--- config.mk ---
export PLATFORM = sky130hd
export DESIGN_NAME = timer_phase_seq_flat
export DESIGN_NICKNAME = d
export VERILOG_FILES = /design/src/rtl/timer_phase_seq_if.sv /design/src/rtl/timer_phase_seq.sv /design/src/flat_wrapper.sv
export SDC_FILE = /design/constraint.sdc
export NUM_CORES = 1
export LEC_CHECK = 0
export ABC_CLOCK_PERIOD_IN_PS = 3600
export CORE_MARGIN = 5
export CORE_UTILIZATION = 40
export CTS_BUF_LIST = sky130_fd_sc_hd__clkbuf_8
export DETAILED_ROUTE_END_ITERATION = 7
export GPL_TIMING_DRIVEN = 0
export PLACE_DENSITY = 0.72
export SETUP_SLACK_MARGIN = 0.02
export SLEW_MARGIN = 25
export SYNTH_ARGS = -nofsm -noshare
export SYNTH_HDL_FRONTEND = slang
export SYNTH_SLANG_ARGS = --single-unit
--- constraint.sdc ---
create_clock -name clk -period 3.6 [get_ports clk]
set_clock_uncertainty 0.05 [all_clocks]
set_input_delay 0.36 -clock clk [delete_from_list [all_inputs] [get_ports clk]]
set_output_delay 0.36 -clock clk [all_outputs]
set_load 0.01 [all_outputs]
--- src/rtl/timer_phase_seq_if.sv ---
// timer_phase_seq_if: start/abort/lengths in, timer enable/ready, and sequence status of the phase sequencer
interface timer_phase_seq_if #(
  parameter int NUM_PHASES = 4,
  parameter int PHASE_W = 2,
  parameter int LEN_W = 4
);
  logic start;
  logic abort;
  logic [NUM_PHASES*LEN_W-1:0] phase_len;
  logic ready;
  logic en_timer;
  logic busy;
  logic [PHASE_W-1:0] phase;
  logic phase_strobe;
  logic done;
  logic err;
  modport master (
    output start, abort, phase_len, ready,
    input en_timer, busy, phase, phase_strobe, done, err
  );
  modport slave (
    input start, abort, phase_len, ready,
    output en_timer, busy, phase, phase_strobe, done, err
  );
endinterface

--- src/rtl/timer_phase_seq.sv ---
// timer_phase_seq: runs a cable test through timed phases, each a programmed number of timer ready ticks, with a watchdog
module timer_phase_seq #(
  parameter int NUM_PHASES = 4,
  parameter int PHASE_W = 2,
  parameter int LEN_W = 4,
  parameter int WDOG_CYC = 16
) (
  input logic clk,
  input logic reset,
  timer_phase_seq_if.slave s
);
  localparam int WD_W = $clog2(WDOG_CYC);
  typedef enum logic [1:0] {IDLE, RUN, FIN} state_t;
  state_t r_state;
  logic [NUM_PHASES*LEN_W-1:0] r_len;
  logic [LEN_W-1:0] r_cnt;
  logic [WD_W-1:0] r_wd;
  logic [PHASE_W-1:0] r_phase;
  logic r_en;
  logic r_busy;
  logic r_strobe;
  logic r_done;
  logic r_err;
  logic [PHASE_W-1:0] w_first;
  logic [PHASE_W-1:0] w_next;
  logic [LEN_W-1:0] w_len;
  logic w_first_ok;
  logic w_next_ok;
  logic w_tick;
  logic w_last;
  logic w_wdog;
  assign w_tick = s.ready & r_en;
  assign w_last = r_cnt == w_len - 1'b1;
  assign w_wdog = r_wd == WD_W'(WDOG_CYC - 1);
  // Lowest nonzero incoming field, next nonzero latched field above the active phase, and active phase length
  always_comb begin
    w_first_ok = 1'b0;
    w_first = '0;
    w_next_ok = 1'b0;
    w_next = '0;
    w_len = '0;
    for (int k = NUM_PHASES - 1; k >= 0; k--) begin
      if (s.phase_len[k*LEN_W +: LEN_W] != '0) begin
        w_first_ok = 1'b1;
        w_first = PHASE_W'(k);
      end
      if (PHASE_W'(k) > r_phase && r_len[k*LEN_W +: LEN_W] != '0) begin
        w_next_ok = 1'b1;
        w_next = PHASE_W'(k);
      end
      if (PHASE_W'(k) == r_phase) w_len = r_len[k*LEN_W +: LEN_W];
    end
  end
  // Sequencer: abort beats a phase-ending tick, which beats watchdog expiry; all outputs registered
  always_ff @(posedge clk) begin
    if (reset) begin
      r_state <= IDLE;
      r_len <= '0;
      r_cnt <= '0;
      r_wd <= '0;
      r_phase <= '0;
      r_en <= 1'b0;
      r_busy <= 1'b0;
      r_strobe <= 1'b0;
      r_done <= 1'b0;
      r_err <= 1'b0;
    end else begin
      r_strobe <= 1'b0;
      r_done <= 1'b0;
      case (r_state)
        IDLE: if (s.start) begin
          r_len <= s.phase_len;
          r_err <= 1'b0;
          r_cnt <= '0;
          r_wd <= '0;
          r_state <= w_first_ok ? RUN : FIN;
          r_en <= w_first_ok;
          r_busy <= w_first_ok;
          r_strobe <= w_first_ok;
          r_phase <= w_first_ok ? w_first : r_phase;
        end
        RUN: if (s.abort) begin
          r_state <= IDLE;
          r_en <= 1'b0;
          r_busy <= 1'b0;
        end else if (w_tick && w_last) begin
          r_cnt <= '0;
          r_wd <= '0;
          r_phase <= w_next_ok ? w_next : r_phase;
          r_strobe <= w_next_ok;
          r_state <= w_next_ok ? RUN : FIN;
          r_en <= w_next_ok;
          r_busy <= w_next_ok;
        end else if (w_tick) begin
          r_cnt <= r_cnt + 1'b1;
          r_wd <= '0;
        end else if (w_wdog) begin
          r_state <= IDLE;
          r_en <= 1'b0;
          r_busy <= 1'b0;
          r_err <= 1'b1;
        end else begin
          r_wd <= r_wd + 1'b1;
        end
        FIN: begin
          r_done <= 1'b1;
          r_state <= IDLE;
        end
        default: r_state <= IDLE;
      endcase
    end
  end
  assign s.en_timer = r_en;
  assign s.busy = r_busy;
  assign s.phase = r_phase;
  assign s.phase_strobe = r_strobe;
  assign s.done = r_done;
  assign s.err = r_err;
endmodule

--- src/flat_wrapper.sv ---
// flat-port wrapper written by rule: the top's interface ports become plain ports
module timer_phase_seq_flat 
#(
  parameter int NUM_PHASES = 4,
  parameter int PHASE_W = 2,
  parameter int LEN_W = 4,
  parameter int WDOG_CYC = 16
)
  (clk, reset, s_start, s_abort, s_phase_len, s_ready, s_en_timer, s_busy, s_phase, s_phase_strobe, s_done, s_err);
  timer_phase_seq_if #(.NUM_PHASES(NUM_PHASES), .PHASE_W(PHASE_W), .LEN_W(LEN_W)) s_i ();
  input logic clk;
  input logic reset;
  input wire logic [$bits(s_i.start)-1:0] s_start;
  input wire logic [$bits(s_i.abort)-1:0] s_abort;
  input wire logic [$bits(s_i.phase_len)-1:0] s_phase_len;
  input wire logic [$bits(s_i.ready)-1:0] s_ready;
  output wire logic [$bits(s_i.en_timer)-1:0] s_en_timer;
  output wire logic [$bits(s_i.busy)-1:0] s_busy;
  output wire logic [$bits(s_i.phase)-1:0] s_phase;
  output wire logic [$bits(s_i.phase_strobe)-1:0] s_phase_strobe;
  output wire logic [$bits(s_i.done)-1:0] s_done;
  output wire logic [$bits(s_i.err)-1:0] s_err;
  assign s_i.start = s_start;
  assign s_i.abort = s_abort;
  assign s_i.phase_len = s_phase_len;
  assign s_i.ready = s_ready;
  assign s_en_timer = s_i.en_timer;
  assign s_busy = s_i.busy;
  assign s_phase = s_i.phase;
  assign s_phase_strobe = s_i.phase_strobe;
  assign s_done = s_i.done;
  assign s_err = s_i.err;
  timer_phase_seq #(.NUM_PHASES(NUM_PHASES), .PHASE_W(PHASE_W), .LEN_W(LEN_W), .WDOG_CYC(WDOG_CYC)) u_core (.clk(clk), .reset(reset), .s(s_i));
endmodule
==> flow_summary.toml, run 1 <==
[clock_tree]
cts_tree = "built"
cts-resized-gates = 0
cts_buffers = 5
clk_pin_slew_ps = 70
insertion_delay_ps = 290
hold_buffers = 0
htree_levels = 2
clockBufferDepth = 2
root_buffer = "clkbuf_8"
clock-sinks = 32
post_cts_buffers = 0

[grt]
use_met3_pct = 4.272
grt-busiest-layer = "met2"
gr-usage-met1_pct = 19.39
grt_start_max_net_pins = 11
grt_pass1_wl_um = 6251
use_met2_pct = 23.11
antenna_found_initial = 0
overflow = 0
grtUsageTotal_pct = 14.64
grt_pass1_vias = 1339

[floorplan]
pin_count = 28
initial_utilization_pct = 41.69
rows = 23
fp.dieH_um = 75.03
die_area_sq_um = 5630
design.core.area_sq_um = 4058
dieWidth_um = 75.03

[placed_design]
gp_congestion = 0.8107
dp.final_hpwl_um = 2980
post-place-ws_ps = 1021
portBuffers = 27

[yosys]
synthXorXnorAreaFrac_pct = 4.660
synth_area_leaders = "dfxtp_1 (38%), nand2_1 (9.1%), a21oi_1 (6.5%), xnor2_1 (3.6%), mux4_1 (3.1%)"
ys_seq_area_share_pct = 37.87
syn_area_sq_um = 1692
yosys.area_share.adder_pct = 2.219
synth_compound_area_share_pct = 17.23
yosys.area.top_type = "dfxtp_1"
synth_edf_count = 0
synthesis.nets = 223
synth.top_cell.area_share_pct = 37.87
synthMuxAreaShare_pct = 5.769
ys_warn_count = 0
yosys.area_share.simple_pct = 26.04
async_flop_share_pct = 0
syn_area_per_cell_sq_um = 8.501
yosysUniqueCellTypes = 43
synth_top_family_by_area = "simple AND/OR/NAND/NOR gates"
ys.flop_type = "dfxtp_1"
ys_ff_latch = 32
syn_inst = 199

[detailed_routing]
drtIter0Drc = 79
avgViaCountPerCell = 5.292
vias = 1503
drt_first_pass_iters = 4
post_drt_wl_per_cell_um = 13.40
routed_wl_um = 3806
drcViolationCount = 0
antenna_left = 0

[worst_setup_path]
cp-start-kind = "flop"
critical_path_required_ps = 3730
cp_cell_sequence = "buf_6 > mux4_2 > inv_1 > ha_1 > xnor2_1 > nor3_2 > nand4_2 > and2_4 > a2111oi_4"
crit_fanout = 5
cpPeakStageDelay_ps = 550
cp-end-kind = "flop"
path_class = "flop to flop"
worstPathArrival_ps = 2710
critical-path-slowest-cell = "mux4_2"

[sta]
drv_slew = 0
fin_crit_ps = 2578
grt_setup_unrepaired = "no"
fmax_mhz = 388.0
slew_headroom_pct = 55.64
worst_pin_slew_ps = 663.0
setup_violations = 0
hold_viol_final = 0
finalCritPeriodShare_pct = 71.60
setup-tns-final_ps = 0
setup_ws_ps = 1023

[power_and_ir_drop]
peakVddDrop_mv = 0.2511
power.leakage_nw = 0.7724
powerDensity_nw_per_um2 = 444.9

[worst_hold_path]
hold_path.class = "flop to flop"

[layout]
area_growth_pct = 27.14
most-common-layout-cells = "nand2_1 (41), dfxtp_1 (32), clkdlybuf4s50_1 (27)"
final_nets = 257
drive_gt1_share_pct = 8.974
final_common_cell = "nand2_1"
antenna_cells = 0

[flow_run]
max-cap-violations = 0

[outcome]
status = "completed"
path summary, 6_finish.rpt:
kind / startpoint / end / slack (ps) / cells after the start
worst max-delay path: u_core.s.phase[0] / u_core.s.phase[1] / 1020 / 9
worst min-delay path: u_core.r_len[2] / u_core.r_len[2] / 410 / 2
worst max register to register: u_core.s.phase[0] / u_core.s.phase[1] / 1020 / 9
worst min register to register: u_core.r_len[2] / u_core.r_len[2] / 410 / 2
synthesized netlist by cell type (2+ instances only):
library cell  number
o211ai_1           5
nor2_1            14
nor4b_1            2
o21ai_0            7
mux4_2             2
xnor2_1            7
dfxtp_1           32
nor4_1             5
nand2_1           41
ha_1               3
nor3_2             2
a21oi_1           22
nand4_1            2
buf_6              2
nand2b_1           5
nor2b_1            3
or4_1              2
nor3_1             3
clkbuf_1           4
xor2_1             2
inv_1              7
mux4_1             2
nand3_1            5
registers in the layout, indices dropped and copies added (netlist names), 2 cells and up:
register and cells:
u_core.r_cnt 4, u_core.r_len 16, u_core.s.phase 2, u_core.r_wd 4
u_core.r_state 2
critical path: cells and delay by family (launching register included):
kind                     cells  cell delay, ps
AND/OR/NAND/NOR              3             610
multiplexers                 1             550
AO/OA/AOI/OAI                1             350
flip-flops                   1             340
adder cells (fa/ha/maj)      1             230
buffers and inverters        2             210
XOR/XNOR                     1             130
metal layers:
| layer | up-vias | routed length [um] |
|---|---|---|
| met5 | - | 0 |
| met4 | 0 | 39 |
| met3 | 4 | 181 |
| met2 | 25 | 1834 |
| met1 | 697 | 1750 |
| li1 | 777 | - |
report_power, final:
group	switching (mW)	internal, mW	leakage, nW
Clock	0.134	0.244	0.0645
Combinational	0.0937	0.0956	0.446
Sequential	0.0155	0.374	0.262
Total	0.244	0.713	0.772
through the flow:
stage                     instances  total power [mW]  util (%)  cell area, sq um  hold slack [ps]
final                           284            0.9569     53.01              2151            412.9
after global routing            284             1.001     53.01              2151            443.5
after CTS                       284            0.9646     53.01              2151            414.6
after detailed placement        276            0.5871     49.89              2024            405.5
after global placement          276            0.5843     49.89              2024            395.2
after floorplan                 199            0.5211         -              1692            382.0
kinds of logic after synthesis:
logic type	after synthesis
DFF	32
buffers and inverters	16
AOI/OAI and AO/OA	45
and+or+nand+nor	90
adders and majority gates	3
xor gates and xnor gates	9
muxes	4
layout make-up:
cell class	instances	area, sq um
Inverter	7	26.28
Clock buffer	7	96.34
Tap cell	50	62.56
Timing Repair Buffer	27	270.3
Fill cell	398	1907
Clock inverter	1	30.03
Multi-Input combinational cell	151	945.9
Sequential cell	32	640.6
Buffer	9	78.83
Power figures use the tool's default switching activity.
==> run 2: changes to the inputs <==
--- a/config.mk
+++ b/config.mk
@@ -5,7 +5,7 @@
 export SDC_FILE = /design/constraint.sdc
 export NUM_CORES = 1
 export LEC_CHECK = 0
-export ABC_CLOCK_PERIOD_IN_PS = 3600
+export ABC_CLOCK_PERIOD_IN_PS = 2400
 export CORE_MARGIN = 5
 export CORE_UTILIZATION = 40
 export CTS_BUF_LIST = sky130_fd_sc_hd__clkbuf_8
==> constraint.sdc (replaced) <==
create_clock -name clk -period 2.4 [get_ports clk]
set_clock_uncertainty 0.05 [all_clocks]
set_input_delay 0.24 -clock clk [delete_from_list [all_inputs] [get_ports clk]]
set_output_delay 0.24 -clock clk [all_outputs]
set_load 0.01 [all_outputs]
==> flow_summary.toml, run 2 (synthesis results as in run 1) <==
[clock_tree]
clock-sinks = 32
clockBufferDepth = 2
htree_levels = 2
root_buffer = "clkbuf_8"
insertion_delay_ps = 280
hold_buffers = 0
cts_buffers = 5
cts_tree = "built"
clk_pin_slew_ps = 60

[power_and_ir_drop]
peakVddDrop_mv = 0.2961
power.leakage_nw = 0.7942
powerDensity_nw_per_um2 = 587.1

[layout]
top_regs = "u_core.r_len: 16 flops, u_core.r_cnt: 4 flops, u_core.r_wd: 4 flops"
drive_gt1_share_pct = 13.39
final_area_sq_um = 2182
n_fill_cell = 367
antenna_cells = 0
largest_register_ffs = 16
regMostFlops = "u_core.r_len"
final_common_cell = "nand2_1"
final_nets = 263
seqCellArea_sq_um = 641.9
most-common-layout-cells = "nand2_1 (41), dfxtp_1 (31), clkdlybuf4s50_1 (27)"
multi_input_area_sq_um = 979.7
area_growth_pct = 28.99

[outcome]
status = "completed"

[floorplan]
die_area_sq_um = 5630
rows = 23
dieWidth_um = 75.03
pin_count = 28
design.core.area_sq_um = 4058
fp.dieH_um = 75.03
initial_utilization_pct = 41.69

[detailed_routing]
drcViolationCount = 0
avgViaCountPerCell = 5.377
routed_wl_um = 3976
antenna_left = 0
post_drt_wl_per_cell_um = 13.76
drt_first_pass_iters = 4
drtIter0Drc = 79
vias = 1554

[grt]
grt_start_max_net_pins = 11
antenna_found_initial = 0
overflow = 0
grt_pass1_vias = 1405
grtUsageTotal_pct = 15.07
grt_pass1_wl_um = 6396

[worst_setup_path]
timing.rr.start = "u_core.s.phase[0]"
startpoint = "u_core.s.phase[0]"
critical_path_required_ps = 2520
cp-end-kind = "flop"
crit_fanout = 4
cp-start-kind = "flop"
reg2regPathDepth = 9
worstPathArrival_ps = 2510
path_class = "flop to flop"

[placed_design]
gp_congestion = 0.8344
dp.final_hpwl_um = 3053
place_area_sq_um = 2046
portBuffers = 27

[sta]
worst_pin_slew_ps = 718.4
finalCritPeriodShare_pct = 99.30
slew_headroom_pct = 51.67
fin_crit_ps = 2383
drv_slew = 0
grt_setup_unrepaired = "yes"
fmax_mhz = 419.6
hold_viol_final = 0
setup_violations = 0
holdWs_ps = 413.5

[worst_hold_path]
holdPathStages = 2
hp-start = "u_core.r_len[0]"
hold_path.class = "flop to flop"

[flow_run]
max-cap-violations = 0
-- run 2: what timing repair did --
action,4_1_cts,5_1_grt
setup endpoints to repair,5,9
pin swaps,2,1
setup buffers,4,2
gates resized for setup,1,1
-- run 2: area by class of cell --
cell class                 instances  area share, %
multi-input combinational        151          44.90
sequential                        32          29.42
timing repair buffer              33          14.45
buffer                             9          3.612
clock buffer                       5          3.154
tap                               50          2.867
inverter                           7          1.204
clock inverter                     2         0.4014
-- run 2: power by group --
part	switching (mW)	internal, mW
clock network	0.187	0.192
logic	0.152	0.166
registers	0.0229	0.561
-- run 2: critical path, stage by stage, from the launching register on --
cell	delay, ps
dfxtp_2	340
buf_6	110
mux4_2	530
inv_2	90
ha_4	200
xnor2_2	130
nor3_2	220
nand4_2	120
and2_4	190
a2111oi_4	290
-- run 2: final timing paths --
| check | end | slack (ps) |
|---|---|---|
| worst max register to register | u_core.s.phase[1] | 20 |
| worst max-delay path | u_core.s.phase[1] | 20 |
| worst min register to register | u_core.r_len[0] | 410 |
| worst min-delay path | u_core.r_len[0] | 410 |
-- run 2: per-stage QoR --
step | util (%) | power, mW | cells | setup TNS (ps) | setup slack, ps
5_1_grt | 53.78 | 1.344 | 289 | -313.9 | -76.10
3_3_place_gp | 50.42 | 0.8865 | 276 | -156.8 | -87.28
4_1_cts | 53.22 | 1.282 | 287 | 0 | 5.806
2_1_floorplan | - | 0.7913 | 199 | 0 | 62.04
6_report | 53.78 | 1.281 | 289 | 0 | 16.82
3_5_place_dp | 50.42 | 0.8929 | 276 | -184.4 | -111.5
-- run 2: per-layer routing --
metal / global-route usage [%] / wire length [um] / vias to the layer above / share of wire [%]
li1: - / - / 786 / -
met1: 18.87 / 1751 / 727 / 44
met2: 25.24 / 2000 / 38 / 50
met3: 4.005 / 191 / 3 / 4.8
met4: 4.743 / 32 / 0 / 0.80
met5: 0 / 0 / - / 0
==> run 3: changes to the inputs <==
--- a/config.mk
+++ b/config.mk
@@ -6,6 +6,7 @@
 export NUM_CORES = 1
 export LEC_CHECK = 0
 export ABC_CLOCK_PERIOD_IN_PS = 2400
+export CAP_MARGIN = 20
 export CORE_MARGIN = 5
 export CORE_UTILIZATION = 40
 export CTS_BUF_LIST = sky130_fd_sc_hd__clkbuf_8
==> results of run 3 <==
No change in the layout: final DEF, timing and power equal those of run 2.
